$ cat config.mk
export PLATFORM = sky130hd
export DESIGN_NAME = opcode_prefetch_queue
export DESIGN_NICKNAME = d
export VERILOG_FILES = /design/src/rtl/mips86_fetch_pkg.sv /design/src/rtl/opcode_fifo.sv /design/src/rtl/opcode_prefetch_queue.sv
export SDC_FILE = /design/constraint.sdc
export NUM_CORES = 1
export LEC_CHECK = 0
export ABC_AREA = 1
export BUFFER_PORTS_ARGS = -buffer_cell sky130_fd_sc_hd__buf_2
export CAP_MARGIN = 10
export CORE_MARGIN = 3
export CORE_UTILIZATION = 59
export CTS_CLUSTER_SIZE = 8
export DETAILED_ROUTE_END_ITERATION = 10
export PLACE_DENSITY = 0.91
export RECOVER_POWER = 25
export SYNTH_ARGS = -nofsm -noshare
export SYNTH_HDL_FRONTEND = slang
export SYNTH_SLANG_ARGS = --single-unit
export TNS_END_PERCENT = 100
$ cat constraint.sdc
create_clock -name clk -period 5.1 [get_ports clk]
set_input_delay 0.255 -clock clk [delete_from_list [all_inputs] [get_ports clk]]
set_output_delay 0.255 -clock clk [all_outputs]
set_load 0.03 [all_outputs]
$ cat src/rtl/mips86_fetch_pkg.sv
// Shared definitions for the opcode prefetch path: byte-fetch FSM states and
// the width of the byte-within-word index.
package mips86_fetch_pkg;
    typedef enum logic [1:0] {
        IDLE = 2'd0,
        REQ  = 2'd1,
        WAIT = 2'd2
    } fetchState_t;

    // Enough for WORD_BYTES up to 4.
    localparam int BYTE_IDX_W = 2;
endpackage

$ cat src/rtl/opcode_fifo.sv
// Power-of-two circular queue of {opcode, address} entries with head/tail/count.
// Storage itself is not reset; only the pointers and count are.
module opcode_fifo #(
    parameter int DEPTH = 4,
    parameter int WIDTH = 64
) (
    input  logic                     clk,
    input  logic                     reset,
    input  logic                     flush,
    input  logic                     push,
    input  logic [WIDTH-1:0]         pushData,
    input  logic                     pop,
    output logic [WIDTH-1:0]         headData,
    output logic [$clog2(DEPTH):0]   count
);
    localparam int PTR_W = $clog2(DEPTH);
    localparam logic [PTR_W:0] FULL_CNT = (PTR_W+1)'(DEPTH);

    logic [WIDTH-1:0] mem [DEPTH];
    logic [PTR_W-1:0] head, tail;
    logic             doPop, doPush;

    assign doPop  = pop && (count != '0);
    // A full queue still accepts a push when the head leaves in the same cycle.
    assign doPush = push && ((count != FULL_CNT) || doPop);

    always_ff @(posedge clk) begin
        if (reset || flush) begin
            head  <= '0;
            tail  <= '0;
            count <= '0;
        end else begin
            if (doPush) tail <= tail + 1'b1;
            if (doPop)  head <= head + 1'b1;
            case ({doPush, doPop})
                2'b10:   count <= count + 1'b1;
                2'b01:   count <= count - 1'b1;
                default: count <= count;
            endcase
        end
    end

    always_ff @(posedge clk) begin
        if (doPush && !flush && !reset) mem[tail] <= pushData;
    end

    assign headData = mem[head];
endmodule

$ cat src/rtl/opcode_prefetch_queue.sv
// Opcode prefetcher: reads bytes one at a time from the MMU, assembles them
// big-endian into words and queues {word, address} for the decoder.
module opcode_prefetch_queue #(
    parameter int DEPTH      = 4,
    parameter int WORD_BYTES = 4,
    parameter int ADDR_W     = 32
) (
    input  logic                    clk,
    input  logic                    reset,
    input  logic [ADDR_W-1:0]       ip,
    input  logic                    redirect,
    input  logic                    take,
    output logic                    opcodeValid,
    output logic [8*WORD_BYTES-1:0] opcode,
    output logic [ADDR_W-1:0]       opcodeAddr,
    output logic [ADDR_W-1:0]       memAddr,
    output logic                    memRequest,
    input  logic [7:0]              memData,
    input  logic                    memBusy
);
    import mips86_fetch_pkg::*;

    localparam int OPW     = 8*WORD_BYTES;
    localparam int ENTRY_W = OPW + ADDR_W;
    localparam int CNT_W   = $clog2(DEPTH) + 1;

    fetchState_t           state, stateNext;
    logic [ADDR_W-1:0]     fetchPtr;
    logic [BYTE_IDX_W-1:0] byteIdx;
    logic [OPW-1:0]        asmWord, wordNext;
    logic [ENTRY_W-1:0]    headData;
    logic [CNT_W-1:0]      count;
    logic                  capture, lastByte, push, notFull;

    assign lastByte = (byteIdx == BYTE_IDX_W'(WORD_BYTES-1));
    assign capture  = (state == WAIT) && !memBusy && !redirect;
    assign push     = capture && lastByte;
    assign notFull  = (count != CNT_W'(DEPTH));
    // Held stable across REQ/WAIT: fetchPtr and byteIdx only move at capture.
    assign memAddr  = fetchPtr + ADDR_W'(byteIdx);

    always_comb begin
        wordNext = asmWord;
        for (int k = 0; k < WORD_BYTES; k++)
            if (byteIdx == BYTE_IDX_W'(k)) wordNext[8*(WORD_BYTES-1-k) +: 8] = memData;
    end

    always_ff @(posedge clk) begin
        if (reset) begin
            state    <= IDLE;
            fetchPtr <= '0;
            byteIdx  <= '0;
            asmWord  <= '0;
        end else begin
            state <= stateNext;
            if (redirect) begin
                fetchPtr <= ip;
                byteIdx  <= '0;
            end else if (capture) begin
                asmWord <= wordNext;
                if (lastByte) begin
                    byteIdx  <= '0;
                    fetchPtr <= fetchPtr + ADDR_W'(WORD_BYTES);
                end else begin
                    byteIdx <= byteIdx + 1'b1;
                end
            end
        end
    end

    // Every path back to REQ goes through IDLE, which waits for memBusy=0;
    // this covers redirect and reset while the MMU still owns a request.
    always_comb begin
        stateNext  = state;
        memRequest = 1'b0;
        case (state)
            IDLE: if (!redirect && !memBusy && notFull) stateNext = REQ;
            REQ: begin
                memRequest = 1'b1;
                if (redirect)     stateNext = IDLE;
                else if (memBusy) stateNext = WAIT;
            end
            WAIT: if (redirect || !memBusy) stateNext = IDLE;
            default: stateNext = IDLE;
        endcase
    end

    opcode_fifo #(.DEPTH(DEPTH), .WIDTH(ENTRY_W)) fifo (
        .clk      (clk),
        .reset    (reset),
        .flush    (redirect),
        .push     (push),
        .pushData ({wordNext, fetchPtr}),
        .pop      (take && !redirect),
        .headData (headData),
        .count    (count)
    );

    assign opcodeValid = (count != '0);
    assign opcode      = headData[ENTRY_W-1 -: OPW];
    assign opcodeAddr  = headData[ADDR_W-1:0];
endmodule

==> qor.yml <==
outcome:
  outcome: "complete, but fails checks"
  violations: "capacitance limit, slew limit"
timing:
  setup_viol: 0
  setup-tns-final_ns: 0
  finalHoldViolations: 0
  finalCritPeriodShare: 0.691
  min_period_ns: 3.52
  max-slew-margin-rel: -0.0463
  drv_slew: 32
  clock.fmax_ghz: 0.284
  fin_skew_ns: 0.0285
  worst_slew_pin_slew_ns: 1.57
  rsz0062_at_grt: "false"
worst_hold_path:
  hold_class: "input pin to register"
synthesis:
  synth-async-reset-ratio: 0
  ys_types: 32
  yosysTopAreaCell: "edfxtp_1"
  ys_seq_elements: 333
  syn-cell-area_sq_mm: 0.0143
  seq_area_frac_synth: 0.644
  avgSynthCellArea_sq_um: 10.2
  synth-edff-count: 256
  synth_top_area_share: 0.537
  synth_nets: 1458
  synthFlopType: "edfxtp_1"
  synth_area_leaders: "edfxtp_1 54%, dfxtp_1 11%, o21ai_0 7.9%"
  yosysWarnings: 0
  synthCells: 1400
routing:
  totalWireLength_microns: 36700
  antenna_left: 0
  vias: 11196
  drt_iter0_drc: 1316
  viasPerCell: 5.93
  dr.pass1.iters: 7
  wire_per_inst_microns: 19.5
  drc_errors: 0
clock_tree:
  cts_resized: 0
  clk_latency_ns: 0.56
  hold_buffers: 3
  htreeDepth: 2
  tritoncts: "built"
  root_buffer: "clkbuf_16"
  cts.sinks: 333
  clkTransAtPathRegs_ns: 0.05
  cts_buffers: 47
  clock_path_buffers: 3
  cts_setup_buffers: 0
finish:
  design_area_sq_mm: 0.0167
  areaGrowthSynthToFinish_pct: 16.3
  layout_common_cells: "256 x edfxtp_1, 225 x o21ai_0, 207 x nand2_1"
  ff_latch_area_sq_mm: 0.00923
  diodes: 0
  nets: 1590
  drive_gt1_frac: 0.151
  layout_commonest_cell: "edfxtp_1"
  fillers: 1627
  multi_input_area_sq_mm: 0.00443
critical_path:
  cpPeakStageDelay_ns: 0.85
  crit_slowest_cell: "nor2_4"
  critPathLaunchType: "register"
  crit_type: "register to register"
  cp_top_family: "simple AND/OR/NAND/NOR gates"
  crit_path_max_fanout: 37
  cp_cell_sequence: "ha_1 -> nand2_2 -> nor2_2 -> nand2_1 -> nor2_4 -> buf_12"
  worstPathRequired_ns: 5.31
  end_kind: "register"
  path_buf_inv: 1
  cp.arrival_ns: 3.73
global_routing:
  grt_usage: 0.274
  grt_pass1_wl_microns: 56800
  grt_pass1_vias: 10807
  grt_max_degree: 79
  antenna_found_initial: 0
  grt-ovfl-total: 0
placement:
  dpl.hpwl_microns: 21700
  routabilityCongestion: 0.940
  postPlaceCellArea_sq_mm: 0.0153
  port_buffers: 142
pwr:
  intPower_uw: 4700
  p_per_area_mw_per_mm2: 359
  clockPowerShare: 0.476
  combPwrFrac: 0.028
  vdd_drop_max_v: 0.000290
  swShare: 0.212
  p_seq_frac: 0.496
  p_sw_uw: 1270
  leakage_uw: 0.00624
run:
  drv_cap: 1
die:
  rows: 56
  core_sq_mm: 0.0237
  die_y_microns: 162
  die_x_microns: 162
  die-area_sq_mm: 0.0262
  start_util: 0.605
  boundaryPins: 143
[registers in the layout (all words and copies together), names as in the netlist, named ones only]
signal / count
asmWord: 32
byteIdx: 2
fetchPtr: 32
fifo.count: 3
fifo.head: 2
fifo.mem: 256
fifo.tail: 2
state: 2
[worst register-to-register path, stage by stage (launching register included)]
cell     delay [ns]
dfxtp_1        0.43
ha_1           0.59
nand2_2        0.38
nor2_2         0.29
nand2_1        0.27
nor2_4         0.85
buf_12         0.34
[cell usage after synthesis (15+ instances only)]
| cell | number |
|---|---|
| o22ai_1 | 64 |
| buf_2 | 15 |
| a21oi_1 | 66 |
| edfxtp_1 | 256 |
| clkbuf_1 | 55 |
| nand3_1 | 28 |
| dfxtp_1 | 77 |
| nor2_1 | 203 |
| o21ai_0 | 225 |
| nand2_1 | 207 |
| xor2_1 | 28 |
| inv_1 | 105 |
[area by class of cell]
class | instances | area share
clock buffers | 82 | 0.0785
clock inverters | 4 | 0.00361
inverters | 108 | 0.0244
multi-input cells | 887 | 0.266
flip-flops and latches | 333 | 0.554
well taps | 319 | 0.0240
repair buffers | 155 | 0.0495
[cells by family (layout without fill, tap and decap cells)]
kind of cell | Yosys count | after routing | synth area share
compound gates | 374 | 374 | 0.139
buf+inv | 180 | 349 | 0.0490
xor+xnor | 33 | 33 | 0.0202
flops | 333 | 333 | 0.644
fa+ha+maj | 13 | 13 | 0.0124
simple gates | 467 | 467 | 0.135
[power groups by stage]
| stage | Combinational (uW) | Sequential, uW | Clock [uW] |
|---|---|---|---|
| 6_report | 166 | 2960 | 2850 |
| 5_1_grt | 181 | 2960 | 2980 |
| 4_1_cts | 164 | 2960 | 2860 |
| 3_5_place_dp | 158 | 3010 | 0 |
| 3_3_place_gp | 154 | 3010 | 0 |
| 2_1_floorplan | 102 | 2990 | 0 |
[worst paths after layout]
check / from / to / slack [ns] / cells after the start
min: ip[8] / fetchPtr[8]$_SDFFE_PP0N_ / 0.02 / 3
min reg2reg: asmWord[7]$_SDFFE_PP0P_ / asmWord[7]$_SDFFE_PP0P_ / 0.45 / 2
max reg2reg: byteIdx[0]$_SDFFE_PP0P_ / fifo.mem[1][27]$_DFFE_PP_ / 1.58 / 6
max: byteIdx[0]$_SDFFE_PP0P_ / fifo.mem[1][27]$_DFFE_PP_ / 1.58 / 6
[per-stage QoR]
stage	power, uW	cells	hold WS [ns]	setup slack (ns)	util
2_1_floorplan	3100	1400	0.390	0.854	-
3_3_place_gp	3160	1799	0.433	1.72	0.644
3_5_place_dp	3170	1799	0.443	1.58	0.644
4_1_cts	5990	1888	0.00557	1.67	0.704
5_1_grt	6120	1888	0.0131	1.35	0.703
6_report	5970	1888	0.0189	1.58	0.703
[routing by layer]
metal  global-route usage  routed length [microns]
met5                    0                        0
met4                0.106                     1300
met3               0.0500                     3970
met2                0.464                    17800
met1                0.353                    13700
Note: power is estimated with default switching activity, not from simulation.
